$ cat src/rtl/map_client_sequencer.sv
// Requester front end for the key/value map: queues tagged commands, issues them
// one at a time, and returns one tagged response per command with hit/miss/full stats.
module map_client_sequencer #(
    parameter int KEY_WIDTH    = 8,
    parameter int VALUE_WIDTH  = 16,
    parameter int TAG_WIDTH    = 4,
    parameter int CMD_DEPTH    = 4,
    parameter int FULL_TIMEOUT = 8,
    parameter int COUNT_WIDTH  = 16
) (
    input  logic                   clk_i,
    input  logic                   rst_ni,
    input  logic                   cmd_valid_i,
    output logic                   cmd_ready_o,
    input  logic [1:0]             cmd_op_i,
    input  logic [KEY_WIDTH-1:0]   cmd_key_i,
    input  logic [VALUE_WIDTH-1:0] cmd_value_i,
    input  logic [TAG_WIDTH-1:0]   cmd_tag_i,
    output logic [1:0]             map_op_o,
    output logic [KEY_WIDTH-1:0]   map_key_o,
    output logic [VALUE_WIDTH-1:0] map_value_o,
    output logic                   map_valid_o,
    input  logic                   map_ready_i,
    input  logic [VALUE_WIDTH-1:0] map_rsp_value_i,
    input  logic                   map_rsp_hit_i,
    output logic                   rsp_valid_o,
    input  logic                   rsp_ready_i,
    output logic [TAG_WIDTH-1:0]   rsp_tag_o,
    output logic [1:0]             rsp_op_o,
    output logic [VALUE_WIDTH-1:0] rsp_value_o,
    output logic [1:0]             rsp_status_o,
    output logic [COUNT_WIDTH-1:0] hit_count_o,
    output logic [COUNT_WIDTH-1:0] miss_count_o,
    output logic [COUNT_WIDTH-1:0] full_count_o
);

    localparam int PW = $clog2(CMD_DEPTH);
    localparam int WW = (FULL_TIMEOUT > 1) ? $clog2(FULL_TIMEOUT) : 1;
    localparam logic [WW-1:0] WAIT_LAST = WW'((FULL_TIMEOUT > 0) ? FULL_TIMEOUT - 1 : 0);
    localparam logic [PW:0]   DEPTH_C   = (PW+1)'(CMD_DEPTH);

    localparam logic [1:0] OP_NOP = 2'd0, OP_INSERT = 2'd1, OP_DELETE = 2'd2, OP_LOOKUP = 2'd3;
    localparam logic [1:0] ST_OK = 2'd0, ST_MISS = 2'd1, ST_FULL = 2'd2;

    typedef enum logic [1:0] {S_IDLE, S_ISSUE, S_RESP} state_e;

    typedef struct packed {
        logic [TAG_WIDTH-1:0]   tag;
        logic [1:0]             op;
        logic [KEY_WIDTH-1:0]   key;
        logic [VALUE_WIDTH-1:0] value;
    } cmd_t;

    state_e state_q, state_d;

    cmd_t             fifo_q [CMD_DEPTH];
    logic [PW-1:0]    wr_ptr_q, rd_ptr_q;
    logic [PW:0]      count_q;
    cmd_t             head, cmd_in, cmd_q;
    logic             push, pop;

    logic [WW-1:0]    wait_q, wait_d;
    logic             issue_done, timeout;

    logic                   rsp_load;
    logic [TAG_WIDTH-1:0]   rsp_tag_d, rsp_tag_q;
    logic [1:0]             rsp_op_d, rsp_op_q;
    logic [VALUE_WIDTH-1:0] rsp_value_d, rsp_value_q;
    logic [1:0]             rsp_status_d, rsp_status_q;
    logic                   hit_inc, miss_inc, full_inc;
    logic [COUNT_WIDTH-1:0] hit_q, miss_q, full_q;

    assign cmd_in = '{tag: cmd_tag_i, op: cmd_op_i, key: cmd_key_i, value: cmd_value_i};
    assign head   = fifo_q[rd_ptr_q];
    assign push   = cmd_valid_i && cmd_ready_o;
    assign pop    = (state_q == S_IDLE) && (count_q != '0);

    // A stalled INSERT gives up on the last permitted wait cycle, so map_valid spans FULL_TIMEOUT cycles.
    assign timeout = (FULL_TIMEOUT != 0) && (wait_q == WAIT_LAST) && !map_ready_i;

    always_comb begin
        issue_done = 1'b1;
        if (cmd_q.op == OP_INSERT) issue_done = map_ready_i || timeout;
    end

    assign wait_d = ((state_q == S_ISSUE) && !issue_done) ? wait_q + 1'b1 : '0;

    // FSM: state register
    always_ff @(posedge clk_i or negedge rst_ni) begin
        if (!rst_ni) state_q <= S_IDLE;
        else         state_q <= state_d;
    end

    // FSM: next state
    always_comb begin
        state_d = state_q;
        case (state_q)
            S_IDLE:  if (pop) state_d = (head.op == OP_NOP) ? S_RESP : S_ISSUE;
            S_ISSUE: if (issue_done) state_d = S_RESP;
            S_RESP:  if (rsp_ready_i) state_d = S_IDLE;
            default: state_d = S_IDLE;
        endcase
    end

    // FSM: outputs
    always_comb begin
        cmd_ready_o = (count_q != DEPTH_C);
        map_valid_o = (state_q == S_ISSUE);
        map_op_o    = map_valid_o ? cmd_q.op    : OP_NOP;
        map_key_o   = map_valid_o ? cmd_q.key   : '0;
        map_value_o = map_valid_o ? cmd_q.value : '0;
        rsp_valid_o = (state_q == S_RESP);
    end

    // Response capture; a NOP is answered straight from the FIFO head.
    always_comb begin
        rsp_load     = 1'b0;
        rsp_tag_d    = cmd_q.tag;
        rsp_op_d     = cmd_q.op;
        rsp_value_d  = '0;
        rsp_status_d = ST_OK;
        hit_inc      = 1'b0;
        miss_inc     = 1'b0;
        full_inc     = 1'b0;
        if (pop && head.op == OP_NOP) begin
            rsp_load  = 1'b1;
            rsp_tag_d = head.tag;
            rsp_op_d  = OP_NOP;
        end else if (state_q == S_ISSUE && issue_done) begin
            rsp_load = 1'b1;
            if (cmd_q.op == OP_LOOKUP) begin
                if (map_rsp_hit_i) begin
                    rsp_value_d = map_rsp_value_i;
                    hit_inc     = 1'b1;
                end else begin
                    rsp_status_d = ST_MISS;
                    miss_inc     = 1'b1;
                end
            end else if (cmd_q.op == OP_INSERT && !map_ready_i) begin
                rsp_status_d = ST_FULL;
                full_inc     = 1'b1;
            end
        end
    end

    always_ff @(posedge clk_i) begin
        if (push) fifo_q[wr_ptr_q] <= cmd_in;
    end

    always_ff @(posedge clk_i or negedge rst_ni) begin
        if (!rst_ni) begin
            wr_ptr_q     <= '0;
            rd_ptr_q     <= '0;
            count_q      <= '0;
            cmd_q        <= '0;
            wait_q       <= '0;
            rsp_tag_q    <= '0;
            rsp_op_q     <= '0;
            rsp_value_q  <= '0;
            rsp_status_q <= '0;
            hit_q        <= '0;
            miss_q       <= '0;
            full_q       <= '0;
        end else begin
            if (push) wr_ptr_q <= wr_ptr_q + 1'b1;
            if (pop)  rd_ptr_q <= rd_ptr_q + 1'b1;
            case ({push, pop})
                2'b10:   count_q <= count_q + 1'b1;
                2'b01:   count_q <= count_q - 1'b1;
                default: count_q <= count_q;
            endcase
            if (pop) cmd_q <= head;
            wait_q <= wait_d;
            if (rsp_load) begin
                rsp_tag_q    <= rsp_tag_d;
                rsp_op_q     <= rsp_op_d;
                rsp_value_q  <= rsp_value_d;
                rsp_status_q <= rsp_status_d;
            end
            if (hit_inc  && !(&hit_q))  hit_q  <= hit_q  + 1'b1;
            if (miss_inc && !(&miss_q)) miss_q <= miss_q + 1'b1;
            if (full_inc && !(&full_q)) full_q <= full_q + 1'b1;
        end
    end

    assign rsp_tag_o    = rsp_tag_q;
    assign rsp_op_o     = rsp_op_q;
    assign rsp_value_o  = rsp_value_q;
    assign rsp_status_o = rsp_status_q;
    assign hit_count_o  = hit_q;
    assign miss_count_o = miss_q;
    assign full_count_o = full_q;

endmodule

$ cat config.mk
export PLATFORM = sky130hd
export DESIGN_NAME = map_client_sequencer
export DESIGN_NICKNAME = d
export VERILOG_FILES = /design/src/rtl/map_client_sequencer.sv
export SDC_FILE = /design/constraint.sdc
export NUM_CORES = 1
export LEC_CHECK = 0
export BUFFER_PORTS_ARGS = -buffer_cell sky130_fd_sc_hd__buf_4
export CORE_MARGIN = 3
export CORE_UTILIZATION = 58
export CTS_BUF_LIST = sky130_fd_sc_hd__clkbuf_2
export DETAILED_ROUTE_END_ITERATION = 12
export PLACE_DENSITY = 0.89
export SLEW_MARGIN = 20
export SYNTH_ARGS = -nofsm -noshare
export SYNTH_HDL_FRONTEND = slang
export SYNTH_SLANG_ARGS = --single-unit
$ cat constraint.sdc
create_clock -name clk_i -period 2.8 [get_ports clk_i]
set_input_delay 0 -clock clk_i [delete_from_list [all_inputs] [get_ports clk_i]]
set_output_delay 0 -clock clk_i [all_outputs]
set_load 0.1 [all_outputs]
==> flow_results.xml, run 1 <==
<?xml version="1.0" encoding="UTF-8"?>
<metrics>
  <group name="floorplan">
    <metric name="initial_utilization" unit="%">59.7</metric>
    <metric name="fp-row-count" unit="">46</metric>
    <metric name="floorplan.die.height" unit="um">134</metric>
    <metric name="fp.coreArea" unit="um^2">15900</metric>
    <metric name="io-pin-count" unit="">153</metric>
    <metric name="die_w" unit="um">134</metric>
    <metric name="die_area" unit="um^2">18000</metric>
  </group>
  <group name="sta">
    <metric name="relative_slew_slack" unit="%">53.9</metric>
    <metric name="fin_ws" unit="ps">449</metric>
    <metric name="slew_violations" unit="">0</metric>
    <metric name="worst_max_slew_pin_slew" unit="ps">686</metric>
    <metric name="report.final.hold_viol_count" unit="">0</metric>
    <metric name="maxClockFrequency" unit="MHz">425</metric>
    <metric name="unrepaired_setup_endpoints_after_global_routing" unit="">no</metric>
    <metric name="fin_tns_setup" unit="ps">0</metric>
    <metric name="final_period_minus_worst_setup_slack" unit="ps">2350</metric>
    <metric name="setup_viol_count_final" unit="">0</metric>
    <metric name="final.setup_skew" unit="ps">91.1</metric>
    <metric name="whs" unit="ps">171</metric>
    <metric name="final_min_period_over_clock_period" unit="%">84.0</metric>
  </group>
  <group name="clocking">
    <metric name="root_buffer" unit="">sky130_fd_sc_hd__clkbuf_2</metric>
    <metric name="tritoncts" unit="">built</metric>
    <metric name="cts_setup_buffers" unit="">0</metric>
    <metric name="cts_made_buffers" unit="">55</metric>
    <metric name="worst_setup_hold_path_clk_slew" unit="ps">140</metric>
    <metric name="cts_repair_resize_count" unit="">0</metric>
    <metric name="cts.htree.levels" unit="">2</metric>
    <metric name="cts.hold.buffers_added" unit="">100</metric>
    <metric name="worstSkewPairLatency" unit="ps">840</metric>
    <metric name="clock_tree.buffer_depth" unit="">3</metric>
    <metric name="clkSinkCount" unit="">234</metric>
  </group>
  <group name="logic_synthesis">
    <metric name="postSynthNetCount" unit="">717</metric>
    <metric name="yosys_warnings" unit="">0</metric>
    <metric name="ys_seq_elements" unit="">234</metric>
    <metric name="number_of_library_cell_types_mapped_by_synthesis" unit="">48</metric>
    <metric name="synth_seq_area_share" unit="%">67.9</metric>
    <metric name="yosys_top_cell_area_share" unit="%">37.9</metric>
    <metric name="netlist.top_cell.by_area" unit="">sky130_fd_sc_hd__edfxtp_1</metric>
    <metric name="syn_inst" unit="">654</metric>
    <metric name="synth.top_cells.by_area" unit="">sky130_fd_sc_hd__edfxtp_1 38%, sky130_fd_sc_hd__dfrtp_1 30%, sky130_fd_sc_hd__mux4_2 7.1%</metric>
    <metric name="syn_avg_cell_area" unit="um^2">14.5</metric>
    <metric name="dominantRegCellSynth" unit="">sky130_fd_sc_hd__edfxtp_1</metric>
    <metric name="synth_edf_count" unit="">120</metric>
    <metric name="synth_area" unit="um^2">9510</metric>
    <metric name="asyncSetResetFlopFracSynth" unit="%">48.7</metric>
  </group>
  <group name="global_routing">
    <metric name="first_global_vias" unit="">7113</metric>
    <metric name="grt_pass1_wl" unit="um">37000</metric>
    <metric name="grt_start_max_net_pins" unit="">59</metric>
    <metric name="grt_use_total" unit="%">26.2</metric>
    <metric name="grt_antenna_before_repair" unit="">0</metric>
    <metric name="globalRoute.totalOverflow" unit="">0</metric>
  </group>
  <group name="setup_path">
    <metric name="critical_path.startpoint" unit="">wait_q[0]$_DFF_PN0_</metric>
    <metric name="timing.critical_path.fanout_max" unit="">24</metric>
    <metric name="end_kind" unit="">flip-flop</metric>
    <metric name="critPathArrivalTime" unit="ps">2970</metric>
    <metric name="worst_r2r_startpoint" unit="">wait_q[0]$_DFF_PN0_</metric>
    <metric name="critPathLaunchType" unit="">flip-flop</metric>
    <metric name="critical_path_required" unit="ps">3420</metric>
    <metric name="timing.setup.critical_path_class" unit="">reg2reg</metric>
  </group>
  <group name="power">
    <metric name="worst_ir_drop_vdd" unit="uV">681</metric>
    <metric name="power_density" unit="nW/um^2">961</metric>
    <metric name="p_leak" unit="nW">5.61</metric>
  </group>
  <group name="place">
    <metric name="hpwl" unit="um">13700</metric>
    <metric name="finalWeightedCongestion" unit="">0.886</metric>
    <metric name="place.port_buffers" unit="">152</metric>
    <metric name="preCtsSetupSlack" unit="ps">470</metric>
  </group>
  <group name="drt">
    <metric name="residual_drc_count" unit="">0</metric>
    <metric name="via_cell_ratio" unit="">5.51</metric>
    <metric name="final_antenna_net_count" unit="">0</metric>
    <metric name="first_pass_iters" unit="">5</metric>
    <metric name="drt-initial-drc-count" unit="">341</metric>
    <metric name="vias" unit="">6689</metric>
    <metric name="route.detailed.wl_per_inst" unit="um">19.1</metric>
    <metric name="detailed_route_wl" unit="um">23200</metric>
  </group>
  <group name="worst_hold_path">
    <metric name="min-delay-path-class" unit="">in2reg</metric>
    <metric name="holdCritStartpoint" unit="">map_rsp_hit_i</metric>
  </group>
  <group name="final_layout">
    <metric name="areaGrowthSynthToFinish" unit="%">30.8</metric>
    <metric name="share_of_layout_cells_above_drive_strength_1" unit="%">29.7</metric>
    <metric name="antenna-diode-count" unit="">0</metric>
    <metric name="finish.net_count" unit="">1018</metric>
  </group>
  <group name="run_status">
    <metric name="run_status" unit="">finished, final reports clean</metric>
  </group>
  <group name="flow_run">
    <metric name="cap_violations" unit="">0</metric>
  </group>
</metrics>
[kinds of logic after synthesis]
logic type / count (synthesis) / share of synthesized area (%)
and+or+nand+nor: 245 / 13.2
xor gates and xnor gates: 47 / 4.33
adders and majority gates: 11 / 1.53
DFF: 234 / 67.9
muxes: 38 / 8.00
AOI/OAI and AO/OA: 41 / 3.31
buffers and inverters: 38 / 1.81
[area by class of cell]
type / count / area [um^2]
fillers: 906 / 3500
clock inverters: 24 / 108
repair buffers: 266 / 2280
multi-input cells: 382 / 2890
inverters: 16 / 60.1
clock buffers: 76 / 380
well taps: 216 / 270
flip-flops and latches: 234 / 6460
[Yosys cell counts (all sizes together), types with 6 or more instances]
cell type,count
nor4,12
nand2,104
nor3,19
nand3,17
mux4,30
nor2,16
xor2,34
o21ai,6
a22o,18
nand4,15
xnor2,13
dfrtp,114
inv,16
ha,10
buf,10
edfxtp,120
clkbuf,12
and3,9
and2,29
[path summary, 6_finish.rpt]
path / end / cells after the start / slack (ps)
min in group asynchronous: cmd_q[15]$_DFFE_PN0P_ / 4 / 300
setup reg to reg: state_q[1]$_DFFE_PN0P_ / 6 / 450
hold reg to reg: wait_q[0]$_DFF_PN0_ / 1 / 450
max in group asynchronous: count_q[0]$_DFFE_PN0P_ / 4 / 2180
hold / removal: rsp_status_o[0]$_DFFE_PN0P_ / 4 / 170
setup / recovery: state_q[1]$_DFFE_PN0P_ / 6 / 450
[state kept, by name, summed over array words and instances, names as in the netlist]
register / count
hit_count_o: 16
rd_ptr_q: 2
state_q: 2
rsp_tag_o: 4
miss_count_o: 16
full_count_o: 16
rsp_value_o: 16
fifo_q: 120
count_q: 3
rsp_op_o: 2
wait_q: 3
rsp_status_o: 2
wr_ptr_q: 2
cmd_q: 30
[stage by stage]
step	util (%)	total power [W]	cells	instance area, um^2
final	78.1	0.0120	1214	12400
after global routing	78.1	0.0126	1214	12400
after CTS	78.1	0.0120	1214	12400
after detailed placement	68.6	0.00977	1014	10900
after global placement	68.6	0.00955	1014	10900
after floorplan	-	0.00856	654	9520
[worst max-delay path: stages, from the launching register on]
cell	delay, ps
sky130_fd_sc_hd__dfrtp_1	400
sky130_fd_sc_hd__ha_1	200
sky130_fd_sc_hd__ha_1	190
sky130_fd_sc_hd__nor3_1	450
sky130_fd_sc_hd__a21boi_2	200
sky130_fd_sc_hd__nor2_4	560
sky130_fd_sc_hd__o21ai_0	190
[per-layer routing]
| layer | part of all wire, % | GRT usage (%) | up-vias |
|---|---|---|---|
| met5 | 0 | 0 | - |
| met4 | 1.4 | 7.30 | 0 |
| li1 | - | - | 3023 |
| met2 | 54 | 47.4 | 287 |
| met3 | 7.5 | 6.15 | 33 |
| met1 | 37 | 31.7 | 3346 |
[placed cells by master, fill, tap and decap left out, types with 6 or more instances in the layout]
cell type	instances
sky130_fd_sc_hd__nor2_1	15
sky130_fd_sc_hd__xnor2_1	13
sky130_fd_sc_hd__and2_1	29
sky130_fd_sc_hd__clkbuf_2	76
sky130_fd_sc_hd__xor2_1	34
sky130_fd_sc_hd__inv_1	16
sky130_fd_sc_hd__mux4_2	30
sky130_fd_sc_hd__o21ai_0	6
sky130_fd_sc_hd__dlygate4sd3_1	99
sky130_fd_sc_hd__nand3_1	15
sky130_fd_sc_hd__nor3_1	19
sky130_fd_sc_hd__ha_1	10
sky130_fd_sc_hd__nand4_1	15
sky130_fd_sc_hd__buf_4	165
sky130_fd_sc_hd__a22o_1	18
sky130_fd_sc_hd__edfxtp_1	120
sky130_fd_sc_hd__clkinv_2	7
sky130_fd_sc_hd__and3_1	9
sky130_fd_sc_hd__nand2_1	104
sky130_fd_sc_hd__clkinv_1	15
sky130_fd_sc_hd__dfrtp_1	113
sky130_fd_sc_hd__nor4_1	11
[power by group]
group / leakage, nW / internal [W] / switching (W)
clock: 0.371 / 0.000752 / 0.00136
sequential: 2.58 / 0.00444 / 0.000416
combinational: 2.65 / 0.00150 / 0.00350
No activity file was read; power rests on OpenSTA's default activity.
==> run 2, diff against run 1 <==
Settings changed: ABC_AREA set to 1, CORE_UTILIZATION 58 to 59.
Clock period 2.8 ns to 2.29 ns, I/O delays scaled along.
==> run 2 against run 1 <==
Against the previous run: worst setup slack lost 350 ps; design area up 7.8%; first-iteration DRC count is 130% higher; clock-buffer cell count increased by 8; critical path type is now reg2out; highest routed layer unchanged.
==> flow_results.xml, run 2 <==
<?xml version="1.0" encoding="UTF-8"?>
<metrics>
  <group name="setup_path">
    <metric name="critical_path_required" unit="ps">2290</metric>
    <metric name="worst_r2r_endpoint" unit="">rsp_value_o[14]$_DFFE_PN0P_</metric>
    <metric name="timing.setup.critical_path_class" unit="">reg2out</metric>
    <metric name="cp-endpoint" unit="">map_value_o[0]</metric>
    <metric name="end_kind" unit="">output port</metric>
    <metric name="timing.critical_path.fanout_max" unit="">24</metric>
    <metric name="worst_r2r_startpoint" unit="">rd_ptr_q[1]$_DFFE_PN0P_</metric>
    <metric name="critPathLaunchType" unit="">flip-flop</metric>
    <metric name="critPathArrivalTime" unit="ps">2190</metric>
    <metric name="critical_path.startpoint" unit="">state_q[1]$_DFFE_PN0P_</metric>
    <metric name="ff2ff_path_depth" unit="">8</metric>
    <metric name="timing.reg2reg.setup_slack" unit="ps">250</metric>
  </group>
  <group name="drt">
    <metric name="first_pass_iters" unit="">7</metric>
    <metric name="drt-initial-drc-count" unit="">769</metric>
    <metric name="route.detailed.wl_per_inst" unit="um">17.4</metric>
    <metric name="vias" unit="">8755</metric>
    <metric name="detailed_route_wl" unit="um">27700</metric>
    <metric name="final_antenna_net_count" unit="">0</metric>
    <metric name="via_cell_ratio" unit="">5.49</metric>
    <metric name="residual_drc_count" unit="">0</metric>
  </group>
  <group name="place">
    <metric name="dp.cells" unit="">1383</metric>
    <metric name="finalWeightedCongestion" unit="">0.882</metric>
    <metric name="place.port_buffers" unit="">152</metric>
    <metric name="placed_area" unit="um^2">11700</metric>
    <metric name="hpwl" unit="um">15100</metric>
  </group>
  <group name="logic_synthesis">
    <metric name="synth_seq_area_share" unit="%">63.1</metric>
    <metric name="postSynthNetCount" unit="">1096</metric>
    <metric name="ys_seq_elements" unit="">234</metric>
    <metric name="synth_edf_count" unit="">120</metric>
    <metric name="synth.top_cells.by_area" unit="">sky130_fd_sc_hd__edfxtp_1 35%, sky130_fd_sc_hd__dfrtp_1 28%, sky130_fd_sc_hd__nand2_1 11%</metric>
    <metric name="asyncSetResetFlopFracSynth" unit="%">48.7</metric>
    <metric name="syn_avg_cell_area" unit="um^2">9.91</metric>
    <metric name="number_of_library_cell_types_mapped_by_synthesis" unit="">38</metric>
    <metric name="synth_compound_area_share" unit="%">7.29</metric>
    <metric name="synth_top_family_by_area" unit="">simple AND/OR/NAND/NOR gates</metric>
    <metric name="syn_inst" unit="">1033</metric>
    <metric name="yosys_top_cell_area_share" unit="%">35.2</metric>
    <metric name="dominantRegCellSynth" unit="">sky130_fd_sc_hd__edfxtp_1</metric>
    <metric name="synth_xor_area_share" unit="%">3.08</metric>
    <metric name="count_leader_synth" unit="">sky130_fd_sc_hd__nand2_1</metric>
    <metric name="synth_top_cells_by_count" unit="">296 x sky130_fd_sc_hd__nand2_1, 133 x sky130_fd_sc_hd__nor2_1, 120 x sky130_fd_sc_hd__edfxtp_1</metric>
    <metric name="yosys-mux-area-fraction" unit="%">0</metric>
    <metric name="synth_simple_gate_area_share" unit="%">20.1</metric>
    <metric name="synth_area" unit="um^2">10200</metric>
    <metric name="yosys_warnings" unit="">0</metric>
    <metric name="synthAdderAreaFrac" unit="%">1.42</metric>
    <metric name="netlist.top_cell.by_area" unit="">sky130_fd_sc_hd__edfxtp_1</metric>
  </group>
  <group name="final_layout">
    <metric name="layout.filler_cells" unit="">914</metric>
    <metric name="layoutNonFillerInstCount" unit="">1596</metric>
    <metric name="layout_top_registers" unit="">fifo_q: 120 flops, cmd_q: 30 flops</metric>
    <metric name="largest_register_ff_count" unit="">120</metric>
    <metric name="finish.net_count" unit="">1399</metric>
    <metric name="areaGrowthSynthToFinish" unit="%">31.1</metric>
    <metric name="share_of_layout_cells_above_drive_strength_1" unit="%">23.3</metric>
    <metric name="regMostFlops" unit="">fifo_q</metric>
    <metric name="final_common_cell" unit="">sky130_fd_sc_hd__nand2_1</metric>
    <metric name="final_cell_mix" unit="">294 x sky130_fd_sc_hd__nand2_1, 155 x sky130_fd_sc_hd__buf_4, 120 x sky130_fd_sc_hd__edfxtp_1</metric>
    <metric name="finished_cell_area" unit="um^2">13400</metric>
  </group>
  <group name="sta">
    <metric name="report.final.hold_viol_count" unit="">0</metric>
    <metric name="relative_slew_slack" unit="%">56.9</metric>
    <metric name="unrepaired_setup_endpoints_after_global_routing" unit="">no</metric>
    <metric name="setup_viol_count_final" unit="">0</metric>
    <metric name="final.setup_skew" unit="ps">81.0</metric>
    <metric name="worst_max_slew_pin_slew" unit="ps">647</metric>
    <metric name="final_period_minus_worst_setup_slack" unit="ps">2190</metric>
    <metric name="fin_tns_setup" unit="ps">0</metric>
    <metric name="slew_violations" unit="">0</metric>
    <metric name="maxClockFrequency" unit="MHz">457</metric>
    <metric name="final_min_period_over_clock_period" unit="%">95.5</metric>
  </group>
  <group name="clocking">
    <metric name="clkSinkCount" unit="">234</metric>
    <metric name="root_buffer" unit="">sky130_fd_sc_hd__clkbuf_2</metric>
    <metric name="tritoncts" unit="">built</metric>
    <metric name="clock_tree.buffer_depth" unit="">3</metric>
    <metric name="worstSkewPairLatency" unit="ps">860</metric>
    <metric name="worst_setup_hold_path_clk_slew" unit="ps">100</metric>
    <metric name="cts.htree.levels" unit="">2</metric>
    <metric name="cts_made_buffers" unit="">55</metric>
  </group>
  <group name="global_routing">
    <metric name="grt_use_total" unit="%">29.6</metric>
    <metric name="grt_antenna_before_repair" unit="">1</metric>
    <metric name="grt_pass1_wl" unit="um">44200</metric>
    <metric name="first_global_vias" unit="">8742</metric>
    <metric name="grt_start_max_net_pins" unit="">115</metric>
    <metric name="globalRoute.totalOverflow" unit="">0</metric>
  </group>
  <group name="floorplan">
    <metric name="io-pin-count" unit="">153</metric>
    <metric name="die_area" unit="um^2">19000</metric>
    <metric name="fp-row-count" unit="">47</metric>
    <metric name="initial_utilization" unit="%">61.1</metric>
    <metric name="fp.coreArea" unit="um^2">16800</metric>
    <metric name="floorplan.die.height" unit="um">138</metric>
    <metric name="die_w" unit="um">138</metric>
  </group>
  <group name="power">
    <metric name="p_leak" unit="nW">6.03</metric>
    <metric name="power_density" unit="nW/um^2">1180</metric>
    <metric name="combPwrFrac" unit="%">45.5</metric>
    <metric name="worst_ir_drop_vdd" unit="uV">887</metric>
    <metric name="share_seq_of_total_power" unit="%">37.3</metric>
    <metric name="clockPowerShare" unit="%">17.1</metric>
    <metric name="internal-power" unit="W">0.00815</metric>
    <metric name="netSwitchingFraction" unit="%">48.4</metric>
    <metric name="power.switching" unit="W">0.00766</metric>
  </group>
  <group name="worst_hold_path">
    <metric name="min-delay-path-class" unit="">in2reg</metric>
  </group>
  <group name="run_status">
    <metric name="run_status" unit="">finished, final reports clean</metric>
  </group>
  <group name="flow_run">
    <metric name="cap_violations" unit="">0</metric>
  </group>
</metrics>
-- run 2: worst max-delay path, stage by stage (launching register included) --
cell                       delay [ps]
sky130_fd_sc_hd__dfrtp_1          450
sky130_fd_sc_hd__nor2_4           150
sky130_fd_sc_hd__clkinv_2          90
sky130_fd_sc_hd__buf_6            210
sky130_fd_sc_hd__nor2_2           140
sky130_fd_sc_hd__buf_4            300
-- run 2: power groups by stage --
stage               clock, W  sequential (W)  combinational [W]
floorplan                  0         0.00711            0.00393
global placement           0         0.00589            0.00661
detailed placement         0         0.00594            0.00681
CTS                  0.00263         0.00585            0.00703
global route         0.00297         0.00597            0.00769
finish               0.00271         0.00590            0.00720
-- run 2: worst min path at each step --
stage	from	to	slack (ps)	cells after the start
after floorplan	rst_ni	cmd_q[0]$_DFFE_PN0P_	-300	0
after global placement	rst_ni	full_count_o[10]$_DFFE_PN0P_	130	2
after detailed placement	rst_ni	full_count_o[11]$_DFFE_PN0P_	130	2
after CTS	cmd_valid_i	wr_ptr_q[1]$_DFFE_PN0P_	60	5
after global routing	cmd_valid_i	wr_ptr_q[1]$_DFFE_PN0P_	100	4
final	cmd_valid_i	wr_ptr_q[1]$_DFFE_PN0P_	100	5
-- run 2: cell families (layout without fill, tap and decap cells) --
family	Yosys count	in the layout
xor+xnor	36	36
other cells	0	1
flops	234	234
compound gates	135	135
simple gates	494	494
fa+ha+maj	11	11
buf+inv	123	465
-- run 2: repair_timing --
item                                    in CTS  in global routing
endpoints found under the setup margin      24                  2
pin swaps                                    1                  0
hold endpoints to repair                   434                  0
hold buffers                               115                  0
gates resized for setup                     12                  2
setup buffers                                1                  0
-- run 2: cell type report --
| cell class | instances | area, um^2 | share of cell area, % |
|---|---|---|---|
| timing repair buffer | 282 | 2460 | 18.4 |
| multi-input combinational | 676 | 3410 | 25.4 |
| clock inverter | 12 | 56.3 | 0.420 |
| clock buffer | 84 | 420 | 3.13 |
| sequential | 234 | 6460 | 48.2 |
| inverter | 87 | 330 | 2.46 |
| tap | 220 | 275 | 2.05 |
| antenna | 1 | 2.50 | 0.0187 |
-- run 2: per-layer routing --
metal	vias up	GRT usage (%)	wire [um]	part of all wire, %
li1	4019	-	-	-
met3	91	6.61	2520	9.1
met4	0	11.8	856	3.1
met1	4144	36.5	10400	37
met2	501	50.8	14000	50
met5	-	0	0	0
-- run 2: metrics by stage --
stage               total power (W)  worst slack (ps)  hold WS, ps  utilization (%)
floorplan                    0.0110              -293         -296                -
global placement             0.0125               374          132             70.0
detailed placement           0.0127               290          135             70.0
CTS                          0.0155               120         60.3             80.0
global route                 0.0166              8.31         99.6             80.0
finish                       0.0158               104         95.6             80.0
